==> src/rtl/seg7_scan_driver.sv <==
// rtl/seg7_scan_driver.sv - binary to multiplexed 7-segment display driver
//
// Converts an unsigned binary value to BCD with a shift-add-3 (double-dabble)
// engine, one iteration per clock, and scans the result across DIGITS
// common-anode style digits with leading-zero blanking and an overflow dash.
//
// Ports:
//   clk       - single clock, rising edge
//   rst_n     - asynchronous active-low reset
//   load      - request to convert value (taken only while busy is low)
//   value     - unsigned binary number to display
//   busy      - conversion in progress
//   overflow  - last accepted value exceeded 10^DIGITS-1
//   seg       - segments A..G on seg[6]..seg[0], active-high
//   an        - digit enables, active-low one-hot, an[0] = least significant

module seg7_scan_driver #(
    parameter int DIGITS      = 4,
    parameter int WIDTH       = 14,
    parameter int REFRESH_DIV = 50000
) (
    input  logic              clk,
    input  logic              rst_n,
    input  logic              load,
    input  logic [WIDTH-1:0]  value,
    output logic              busy,
    output logic              overflow,
    output logic [6:0]        seg,
    output logic [DIGITS-1:0] an
);

    localparam int BW = 4 * DIGITS;
    localparam int SW = (DIGITS > 1) ? $clog2(DIGITS) : 1;
    localparam int RW = (REFRESH_DIV > 1) ? $clog2(REFRESH_DIV) : 1;
    localparam int CW = $clog2(WIDTH + 1);
    localparam logic [WIDTH-1:0] MAX_VAL = WIDTH'(10 ** DIGITS - 1);

    typedef enum logic {
        S_IDLE,
        S_CONV
    } state_t;

    // Conversion engine state
    state_t           state_q;
    logic [WIDTH-1:0] bin_q;
    logic [BW-1:0]    work_q;
    logic [CW-1:0]    iter_q;
    logic             ovf_pend_q;
    logic             busy_q;

    // Displayed result
    logic [BW-1:0]    disp_q;
    logic             overflow_q;

    // Scanner state
    logic [RW-1:0]    ref_q;
    logic [SW-1:0]    scan_q;
    logic [DIGITS-1:0] an_q;
    logic [6:0]       seg_q;

    // Next-state signals
    logic [BW-1:0]    adj;
    logic [BW-1:0]    work_d;
    logic [WIDTH-1:0] bin_d;
    logic [DIGITS-1:0] an_d;
    logic [6:0]       seg_d;
    logic [3:0]       nib;
    logic             any_nz;

    function automatic logic [6:0] enc(input logic [3:0] d);
        case (d)
            4'd0:    enc = 7'h7E;
            4'd1:    enc = 7'h30;
            4'd2:    enc = 7'h6D;
            4'd3:    enc = 7'h79;
            4'd4:    enc = 7'h33;
            4'd5:    enc = 7'h5B;
            4'd6:    enc = 7'h5F;
            4'd7:    enc = 7'h70;
            4'd8:    enc = 7'h7F;
            4'd9:    enc = 7'h7B;
            default: enc = 7'h00;
        endcase
    endfunction

    // One double-dabble step: add 3 to any BCD digit >= 5, then shift the
    // combined {bcd, bin} register left by one. BCD digits above DIGITS are
    // not kept; carries only travel upward so the retained digits stay exact.
    always_comb begin
        adj = work_q;
        for (int i = 0; i < DIGITS; i++) begin
            if (work_q[4*i +: 4] >= 4'd5) begin
                adj[4*i +: 4] = work_q[4*i +: 4] + 4'd3;
            end
        end
        work_d = BW'({adj, bin_q[WIDTH-1]});
        bin_d  = {bin_q[WIDTH-2:0], 1'b0};
    end

    always_ff @(posedge clk or negedge rst_n) begin
        if (!rst_n) begin
            state_q    <= S_IDLE;
            bin_q      <= '0;
            work_q     <= '0;
            iter_q     <= '0;
            ovf_pend_q <= 1'b0;
            busy_q     <= 1'b0;
            disp_q     <= '0;
            overflow_q <= 1'b0;
        end else begin
            case (state_q)
                S_IDLE: begin
                    if (load) begin
                        bin_q      <= value;
                        work_q     <= '0;
                        iter_q     <= '0;
                        ovf_pend_q <= (value > MAX_VAL);
                        busy_q     <= 1'b1;
                        state_q    <= S_CONV;
                    end
                end
                S_CONV: begin
                    bin_q  <= bin_d;
                    work_q <= work_d;
                    iter_q <= iter_q + 1'b1;
                    // Last iteration: publish digits and overflow together
                    if (iter_q == CW'(WIDTH - 1)) begin
                        state_q    <= S_IDLE;
                        busy_q     <= 1'b0;
                        disp_q     <= work_d;
                        overflow_q <= ovf_pend_q;
                    end
                end
                default: state_q <= S_IDLE;
            endcase
        end
    end

    // Walk from the top digit down so any_nz tells whether this digit or any
    // more significant one is nonzero; digit 0 is never blanked.
    always_comb begin
        an_d   = '1;
        seg_d  = 7'h00;
        nib    = 4'd0;
        any_nz = 1'b0;
        for (int i = DIGITS - 1; i >= 0; i--) begin
            any_nz = any_nz | (disp_q[4*i +: 4] != 4'd0);
            if (scan_q == SW'(i)) begin
                an_d[i] = 1'b0;
                nib     = disp_q[4*i +: 4];
                if (overflow_q) begin
                    seg_d = 7'h01;
                end else if (any_nz || (i == 0)) begin
                    seg_d = enc(nib);
                end
            end
        end
    end

    always_ff @(posedge clk or negedge rst_n) begin
        if (!rst_n) begin
            ref_q  <= '0;
            scan_q <= '0;
            an_q   <= '1;
            seg_q  <= 7'h00;
        end else begin
            an_q  <= an_d;
            seg_q <= seg_d;
            if (ref_q == RW'(REFRESH_DIV - 1)) begin
                ref_q  <= '0;
                scan_q <= (scan_q == SW'(DIGITS - 1)) ? '0 : scan_q + 1'b1;
            end else begin
                ref_q <= ref_q + 1'b1;
            end
        end
    end

    assign busy     = busy_q;
    assign overflow = overflow_q;
    assign seg      = seg_q;
    assign an       = an_q;

endmodule
==> config.mk <==
export PLATFORM = sky130hd
export DESIGN_NAME = seg7_scan_driver
export DESIGN_NICKNAME = d
export VERILOG_FILES = /design/src/rtl/seg7_scan_driver.sv
export SDC_FILE = /design/constraint.sdc
export NUM_CORES = 1
export LEC_CHECK = 0
export ABC_AREA = 0
export CORE_MARGIN = 2
export CORE_UTILIZATION = 59
export CTS_CLUSTER_DIAMETER = 40
export DETAILED_ROUTE_END_ITERATION = 8
export PLACE_DENSITY = 0.79
export SETUP_SLACK_MARGIN = 0.1
export SLEW_MARGIN = 20
export SYNTH_ARGS = -nofsm -noshare
export SYNTH_HDL_FRONTEND = slang
export SYNTH_SLANG_ARGS = --single-unit
==> constraint.sdc <==
create_clock -name clk -period 2.97 [get_ports clk]
set_clock_uncertainty 0.1 [all_clocks]
set_input_delay 0.7425 -clock clk [delete_from_list [all_inputs] [get_ports clk]]
set_output_delay 0.7425 -clock clk [all_outputs]
set_load 0.005 [all_outputs]
==> results.json, run 1 <==
{
  "crit_chain": "clkdlybuf4s50_1",
  "grt_max_degree": 71,
  "final_layout_size_suffix_gt1_frac": 0.0881,
  "dr_total_vias": 3570,
  "drc": 0,
  "ant_nets": 0,
  "maxCapViolations": 0,
  "syn_nets": 544,
  "path_delay_family": "flip-flops",
  "final_common_cell": "dfrtp_1",
  "yosysWarnings": 0,
  "tightest_slew_ns": 0.925,
  "cts_setup_buffers": 0,
  "cts_resized": 0,
  "insertion_delay_ns": 0.36,
  "antenna_found_initial": 0,
  "finalCritPeriodShare": 0.809,
  "firstDrtPassIters": 4,
  "leakage_nw": 2.45,
  "numCtsBuffers": 9,
  "setup_viol": 0,
  "synth_edf_count": 0,
  "r2r-start": "disp_q[13]$_DFFE_PN0P_",
  "ys_seq_elements": 83,
  "h-tree-depth": 3,
  "gp_congestion": 0.897,
  "start_kind": "flip-flop",
  "rr_worst_depth": 7,
  "placed_cells": 608,
  "crit_fanout": 11,
  "initialDrtViolationCount": 171,
  "syn2layout_area_growth_pct": 12.2,
  "overflow": 0,
  "multi_input_area_um2": 2500,
  "slowest_delay_ns": 0.61,
  "clockBufferDepth": 2,
  "crit_slowest_cell": "dfrtp_1",
  "finalNonFillerCells": 624,
  "final.min_clock_period_ns": 2.40,
  "nFillCells": 607,
  "p_per_area_nw_per_um2": 890,
  "postSynthCellCount": 490,
  "worstSetupEndpointType": "output port",
  "ir_drop_v": 0.000451,
  "worstSetupEndpoint": "overflow",
  "crit_type": "reg -> out",
  "detail_route.vias_per_cell": 5.72,
  "r2r-end": "seg[1]$_DFF_PN0_",
  "hold_viol_final": 0,
  "crit_buf_inv": 1,
  "crit_arrival_ns": 1.56,
  "grtUsageTotal": 0.226,
  "synth_cell_types": 61,
  "fin_ws_ns": 0.569,
  "place_ws_ns": 0.655,
  "cp.required_ns": 2.13,
  "max_slew_margin": 0.381,
  "final_cell_mix": "78 x dfrtp_1, 51 x nand2_1, 46 x o21ai_0",
  "hold_path_class": "in -> async",
  "hold_ws_ns": 0.369,
  "die_area_um2": 8840,
  "clk_pin_slew_worst_paths_ns": 0.08,
  "async_reset_ff_frac": 1.00,
  "crit_path_start": "overflow$_DFFE_PN0P_",
  "postRouteWirelength_um": 9040,
  "dp_hpwl_um": 6380,
  "rsz0062_at_grt": "false",
  "nets": 571,
  "regArea_um2": 2080,
  "die_h_um": 94.0,
  "placed_cell_area_um2": 5170,
  "cts_root_buf": "clkbuf_8",
  "status": "completed",
  "synthFlopType": "dfrtp_1",
  "crit_cells": 1,
  "r2r_slack_ns": 0.61,
  "final_area_um2": 5370,
  "ys_seq_area_frac": 0.435,
  "die_w_um": 94.0,
  "syn_area_um2": 4780,
  "detail_route.wl_per_cell_um": 14.5,
  "cts_tree": "done",
  "cts.sinks": 83,
  "maxSlewViolCount": 0,
  "fp-row-count": 32,
  "coreArea_um2": 7810,
  "avgSynthCellArea_um2": 9.76,
  "io_buffers": 29,
  "num_io_pins": 30,
  "antenna_cells": 0,
  "grt_pass1_vias": 3515,
  "hold_buffers": 0,
  "tns_ns": 0,
  "fmax_ghz": 0.416,
  "grt_pass1_wl_um": 15600,
  "start_util": 0.613
}
==> report_power, final <==
| group | switching, mW | leakage [nW] | total, mW | internal [mW] |
|---|---|---|---|---|
| Clock | 0.410 | 0.101 | 0.822 | 0.413 |
| Combinational | 1.08 | 1.31 | 2.05 | 0.970 |
| Sequential | 0.400 | 1.04 | 1.90 | 1.50 |
| Total | 1.89 | 2.45 | 4.78 | 2.88 |
==> cells in the mapped netlist, types with 2 or more instances <==
| library cell | n | share of area |
|---|---|---|
| nand2_1 | 51 | 0.040 |
| mux2_2 | 10 | 0.024 |
| nand3_1 | 10 | 0.010 |
| and2_1 | 2 | 0.0026 |
| buf_1 | 5 | 0.0039 |
| o311ai_0 | 2 | 0.0037 |
| inv_1 | 32 | 0.025 |
| nand2b_1 | 22 | 0.029 |
| nor4_1 | 2 | 0.0026 |
| and3_1 | 2 | 0.0026 |
| a21boi_0 | 2 | 0.0031 |
| dfrtp_1 | 79 | 0.41 |
| a21oi_1 | 22 | 0.023 |
| clkbuf_1 | 13 | 0.010 |
| nand4_1 | 3 | 0.0039 |
| nor2b_1 | 7 | 0.0092 |
| mux2i_1 | 28 | 0.059 |
| a22o_1 | 3 | 0.0055 |
| xnor2_1 | 11 | 0.020 |
| a31oi_1 | 3 | 0.0039 |
| nor2_1 | 23 | 0.018 |
| o211ai_1 | 2 | 0.0031 |
| dfstp_2 | 4 | 0.022 |
| xor2_1 | 7 | 0.013 |
| ha_1 | 37 | 0.097 |
| nor3b_1 | 10 | 0.016 |
| o31ai_1 | 11 | 0.017 |
| a32oi_1 | 2 | 0.0037 |
| o21ai_0 | 46 | 0.048 |
| o21a_1 | 2 | 0.0031 |
| nor3_1 | 7 | 0.0073 |
==> cell families after synthesis <==
family / after synthesis / share of synthesized area
adders and majority gates: 37 / 0.0968
AOI/OAI and AO/OA: 114 / 0.153
and+or+nand+nor: 148 / 0.159
DFF: 83 / 0.435
buffers and inverters: 52 / 0.0419
muxes: 38 / 0.0821
xor gates and xnor gates: 18 / 0.0330
==> per-layer routing <==
| layer | vias up | wire, µm | global-route usage |
|---|---|---|---|
| li1 | 1769 | - | - |
| met1 | 1701 | 4250 | 0.286 |
| met2 | 79 | 4290 | 0.380 |
| met3 | 21 | 313 | 0.0522 |
| met4 | 0 | 189 | 0.0833 |
| met5 | - | 0 | 0 |
==> through the flow <==
stage,power [mW],utilization
after floorplan,3.37,-
after global placement,3.83,0.663
after detailed placement,3.97,0.663
after CTS,4.80,0.687
after global routing,5.19,0.687
final,4.78,0.687
==> how the worst min path moves through the flow <==
stage | from | to | slack (ns) | cells after the start
after global routing | ref_q[15]$_DFF_PN0_ | ref_q[15]$_DFF_PN0_ | 0.41 | 1
after global placement | ovf_pend_q$_DFFE_PN0P_ | ovf_pend_q$_DFFE_PN0P_ | 0.36 | 2
after CTS | ovf_pend_q$_DFFE_PN0P_ | ovf_pend_q$_DFFE_PN0P_ | 0.39 | 2
after detailed placement | ovf_pend_q$_DFFE_PN0P_ | ovf_pend_q$_DFFE_PN0P_ | 0.37 | 2
final | rst_n | seg[2]$_DFF_PN0_ | 0.37 | 1
after floorplan | rst_n | bin_q[0]$_DFFE_PN0P_ | 0.35 | 0
==> area by class of cell <==
cell class / count / area share
sequential: 83 / 0.388
clock buffer: 12 / 0.0270
timing repair buffer: 36 / 0.0634
multi-input combinational: 355 / 0.466
inverter: 32 / 0.0224
tap: 102 / 0.0238
clock inverter: 4 / 0.00909
==> state kept, by name (all words and copies together) (netlist names) <==
register,count
state_q,1
disp_q,16
scan_q,2
ovf_pend_q,1
iter_q,4
an,4
work_q,16
ref_q,16
seg,7
overflow,1
busy,1
bin_q,14
(Power assumes the default switching activity.)
==> run 2: changes to the inputs <==
CORE_UTILIZATION = 54   (was 59)
PLACE_DENSITY = 0.77   (was 0.79)
clock period = 2.1 ns   (was 2.97 ns; I/O delays follow)
==> run 2 against run 1 <==
  * The flow now finishes with violations (negative setup slack)
  * Cell count grew 6.1%
  * Die area increased by 8.9%
  * Combinational power increased by 75%
  * Final area up 8.0%
  * Critical path depth increased by 6
  * Sequential share of layout area fell by 2.9 points
  * Via count is 4.7% higher
  * Clock-buffer cell count down 1
  * Critical endpoint is now seg[5]$_DFF_PN0_
  * Highest routed layer unchanged
==> results.json, run 2 (synthesized netlist as in run 1, its figures left out) <==
{
  "ant_nets": 0,
  "final.min_clock_period_ns": 2.10,
  "hold_viol_final": 0,
  "maxSlewViolCount": 0,
  "setup_viol": 1,
  "crit_type": "reg -> reg",
  "top_regs": "disp_q (16), ref_q (16), work_q (16)",
  "io_buffers": 29,
  "die_area_um2": 9630,
  "final_core_util": 0.671,
  "crit_fanout": 5,
  "tightest_slew_ns": 0.573,
  "firstDrtPassIters": 5,
  "nets": 603,
  "crit_arrival_ns": 2.24,
  "die_w_um": 98.1,
  "die_h_um": 98.1,
  "antenna_found_initial": 0,
  "clockBufferDepth": 2,
  "crit_chain": "inv_2 -> ha_4 -> or3b_4 -> o31ai_4 -> o21ba_4 -> a32oi_2 -> a21oi_2",
  "power_mw": 7.41,
  "fmax_ghz": 0.475,
  "hold_ws_ns": 0.383,
  "crit_slowest_cell": "dfrtp_1",
  "clk_pin_slew_worst_paths_ns": 0.09,
  "slowest_delay_ns": 0.40,
  "insertion_delay_ns": 0.35,
  "num_io_pins": 30,
  "start_kind": "flip-flop",
  "gp_congestion": 0.907,
  "hold_path_class": "reg -> reg",
  "detail_route.vias_per_cell": 5.65,
  "final_common_cell": "dfrtp_1",
  "overflow": 0,
  "dp_hpwl_um": 6630,
  "dr_total_vias": 3737,
  "antenna_cells": 0,
  "regArea_um2": 2080,
  "grtUsageTotal": 0.203,
  "grt_pass1_vias": 3562,
  "ir_drop_v": 0.000693,
  "cts_root_buf": "clkbuf_8",
  "fp-row-count": 34,
  "p_per_area_nw_per_um2": 1280,
  "grt_max_degree": 63,
  "cp.required_ns": 2.24,
  "coreArea_um2": 8640,
  "syn2layout_area_growth_pct": 21.2,
  "grt_pass1_wl_um": 16100,
  "cts.sinks": 83,
  "final_layout_size_suffix_gt1_frac": 0.181,
  "fin_ws_ns": -0.00312,
  "finalCritPeriodShare": 1.00,
  "detail_route.wl_per_cell_um": 14.6,
  "initialDrtViolationCount": 115,
  "final_cell_mix": "78 x dfrtp_1, 51 x nand2_1, 45 x o21ai_0",
  "start_util": 0.554,
  "nFillCells": 669,
  "status": "complete, but fails checks",
  "numCtsBuffers": 9,
  "multi_input_area_um2": 2620,
  "violations": "negative setup slack",
  "rsz0062_at_grt": "true",
  "h-tree-depth": 3,
  "maxCapViolations": 0,
  "max_slew_margin": 0.618,
  "worstSetupEndpointType": "flip-flop",
  "drc": 0,
  "cts_tree": "done",
  "postRouteWirelength_um": 9670,
  "leakage_nw": 2.68
}
## run 2: worst paths after layout
| check | start | end | slack (ns) | cells after the start |
|---|---|---|---|---|
| worst max-delay path | disp_q[5]$_DFFE_PN0P_ | seg[5]$_DFF_PN0_ | -0.003 | 7 |
| worst min-delay path | ref_q[0]$_DFF_PN0_ | ref_q[0]$_DFF_PN0_ | 0.38 | 1 |
| worst max register to register | disp_q[5]$_DFFE_PN0P_ | seg[5]$_DFF_PN0_ | -0.003 | 7 |
| worst min register to register | ref_q[0]$_DFF_PN0_ | ref_q[0]$_DFF_PN0_ | 0.38 | 1 |
| max in group asynchronous | rst_n | an[3]$_DFF_PN1_ | 0.80 | 3 |
| min in group asynchronous | rst_n | seg[3]$_DFF_PN0_ | 0.53 | 2 |
## run 2: area by class of cell
cell class,count,share of cell area
clock buffer,11,0.0244
multi-input combinational,355,0.452
sequential,83,0.359
clock inverter,5,0.0145
timing repair buffer,68,0.106
tap,108,0.0233
inverter,32,0.0207
## run 2: timing repair
action | in CTS | in global routing
hold buffers | 1 | 0
pin swaps | 6 | 9
setup buffers | 3 | 7
setup endpoints to repair | 8 | 18
hold endpoints to repair | 25 | 0
gates resized for setup | 5 | 22
## run 2: per-layer routing
| layer | share of wire | vias to the layer above | track usage | wire (µm) |
|---|---|---|---|---|
| li1 | - | 1835 | - | - |
| met3 | 0.045 | 25 | 0.0437 | 439 |
| met4 | 0.021 | 0 | 0.0769 | 202 |
| met5 | 0 | - | 0 | 0 |
| met2 | 0.47 | 94 | 0.319 | 4540 |
| met1 | 0.46 | 1783 | 0.279 | 4480 |
## run 2: worst max-delay path, delay by kind of cell, from the launching register on
family / cells / cell delay [ns]
adders and majority gates: 1 / 0.14
AOI/OAI and AO/OA: 4 / 0.85
buffers and inverters: 1 / 0.10
DFF: 1 / 0.40
and+or+nand+nor: 1 / 0.40
## run 2: stage by stage
step	TNS, ns	setup slack [ns]	cells	instance area (µm²)
3_5_place_dp	0	0.00551	635	5390
3_3_place_gp	0	0.0774	635	5390
5_1_grt	-0.163	-0.102	662	5800
2_1_floorplan	0	0.0987	490	4810
6_report	-0.00312	-0.00312	662	5800
4_1_cts	0	0.0653	655	5660
## run 2: where the power goes
| group | internal (mW) | switching, mW | total (mW) |
|---|---|---|---|
| clock | 0.707 | 0.583 | 1.29 |
| combinational | 1.72 | 1.87 | 3.59 |
| sequential | 2.12 | 0.406 | 2.53 |
| total | 4.55 | 2.86 | 7.41 |
==> run 3: changes to the inputs <==
CORE_MARGIN = unset   (was 2)
==> run 3 against run 2 <==
  * Sequential cell count is the same
  * Largest power group unchanged
  * The run now ends clean
  * Maximum frequency up 2.8%
  * Routed wire length rose by 0.94%
  * Utilization rose by 2.0 points
  * Combinational power is essentially flat
  * Total power increased by 0.91%
  * Via count down 0.27%
  * Sequential power about the same
  * Clock power rose by 7%
  * Worst setup slack gained 0.057 ns
==> results.json, run 3 (synthesized netlist as in run 1, its figures left out) <==
{
  "fp-row-count": 33,
  "tightest_slew_ns": 0.590,
  "whs_path_depth": 1,
  "rsz0062_at_grt": "true",
  "coreArea_um2": 8380,
  "clk_pin_slew_worst_paths_ns": 0.09,
  "finalCritPeriodShare": 0.974,
  "die_w_um": 96.1,
  "grtUsageTotal": 0.231,
  "cts_root_buf": "clkbuf_8",
  "clockBufferDepth": 2,
  "crit_chain": "inv_2 -> ha_4 -> or3b_4 -> o31ai_4 -> o21ai_2 -> a2bb2oi_2 -> a211oi_2",
  "slowest_delay_ns": 0.41,
  "fmax_ghz": 0.489,
  "wl_met1_um": 4530,
  "ant_nets": 0,
  "crit_slowest_cell": "or3b_4",
  "power_mw": 7.48,
  "die_h_um": 96.1,
  "p_per_area_nw_per_um2": 1290,
  "final_cell_mix": "78 x dfrtp_1, 51 x nand2_1, 44 x o21ai_0",
  "status": "completed",
  "fin_ws_ns": 0.0538,
  "firstDrtPassIters": 6,
  "antenna_cells": 0,
  "drc": 0,
  "numCtsBuffers": 9,
  "grt_pass1_wl_um": 16300,
  "postRouteWirelength_um": 9760,
  "cp.required_ns": 2.28,
  "maxCapViolations": 0,
  "final_layout_size_suffix_gt1_frac": 0.175,
  "cts.sinks": 83,
  "hold_path_class": "reg -> reg",
  "wl_met3_um": 393,
  "dp_hpwl_um": 6560,
  "placed_cell_area_um2": 5380,
  "wl_met2_um": 4610,
  "tns_ns": 0,
  "crit_fanout": 4,
  "dr_total_vias": 3727,
  "hold_ws_ns": 0.383,
  "crit_buf_inv": 1,
  "hold_viol_final": 0,
  "final.min_clock_period_ns": 2.05,
  "insertion_delay_ns": 0.36,
  "highest_layer": "met4",
  "start_kind": "flip-flop",
  "ir_drop_v": 0.000633,
  "detail_route.vias_per_cell": 5.65,
  "grt_pass1_vias": 3499,
  "worstSetupEndpointType": "flip-flop",
  "crit_cells": 7,
  "num_io_pins": 30,
  "detail_route.wl_per_cell_um": 14.8,
  "top_regs": "disp_q (16), ref_q (16), work_q (16)",
  "crit_arrival_ns": 2.22,
  "cts_tree": "done",
  "place_ws_ns": 0.0316,
  "max_slew_margin": 0.606,
  "h-tree-depth": 3,
  "initialDrtViolationCount": 187,
  "syn2layout_area_growth_pct": 21.1,
  "grt_max_degree": 63,
  "path_delay_family": "compound AO/OA/AOI/OAI gates",
  "setup_viol": 0,
  "final_common_cell": "dfrtp_1",
  "io_buffers": 29,
  "start_util": 0.571,
  "rr_worst_depth": 7,
  "final_area_um2": 5790,
  "overflow": 0,
  "die_area_um2": 9240,
  "maxSlewViolCount": 0,
  "antenna_found_initial": 0,
  "leakage_nw": 2.67,
  "crit_type": "reg -> reg",
  "gp_congestion": 0.884,
  "nets": 604
}
==> run 3: worst paths after layout <==
path	start	endpoint	slack (ns)
setup reg to reg	disp_q[13]$_DFFE_PN0P_	seg[1]$_DFF_PN0_	0.05
hold / removal	ref_q[15]$_DFF_PN0_	ref_q[15]$_DFF_PN0_	0.38
setup / recovery	disp_q[13]$_DFFE_PN0P_	seg[1]$_DFF_PN0_	0.05
max in group asynchronous	rst_n	an[2]$_DFF_PN1_	0.77
min in group asynchronous	rst_n	seg[5]$_DFF_PN0_	0.54
hold reg to reg	ref_q[15]$_DFF_PN0_	ref_q[15]$_DFF_PN0_	0.38
==> run 3: what timing repair did <==
action	in CTS	in global routing
endpoints found under the setup margin	8	10
hold buffers	1	0
endpoints found under the hold margin	1	0
setup buffers	8	5
gates resized for setup	8	15
pin swaps	4	8
==> run 3: layer usage <==
metal  global-route usage  up-vias
met5                    0        -
met4               0.0759        0
met3               0.0537       24
met2                0.373       95
met1                0.307     1771
li1                     -     1837
==> run 3: power by group <==
group / internal [mW] / total [mW] / switching (mW)
logic: 1.71 / 3.57 / 1.87
registers: 2.13 / 2.53 / 0.401
clock network: 0.792 / 1.38 / 0.588
==> run 3: layout make-up <==
class | instances | area (µm²)
Multi-Input combinational cell | 355 | 2580
Timing Repair Buffer | 69 | 634
Tap cell | 105 | 131
Clock buffer | 10 | 128
Sequential cell | 83 | 2080
Fill cell | 633 | 2590
Clock inverter | 6 | 111
Inverter | 32 | 120
==> run 3: through the flow <==
| step | util | instances |
|---|---|---|
| 6_report | 0.691 | 660 |
| 5_1_grt | 0.691 | 660 |
| 4_1_cts | 0.682 | 655 |
| 3_5_place_dp | 0.642 | 630 |
| 3_3_place_gp | 0.642 | 630 |
| 2_1_floorplan | - | 490 |
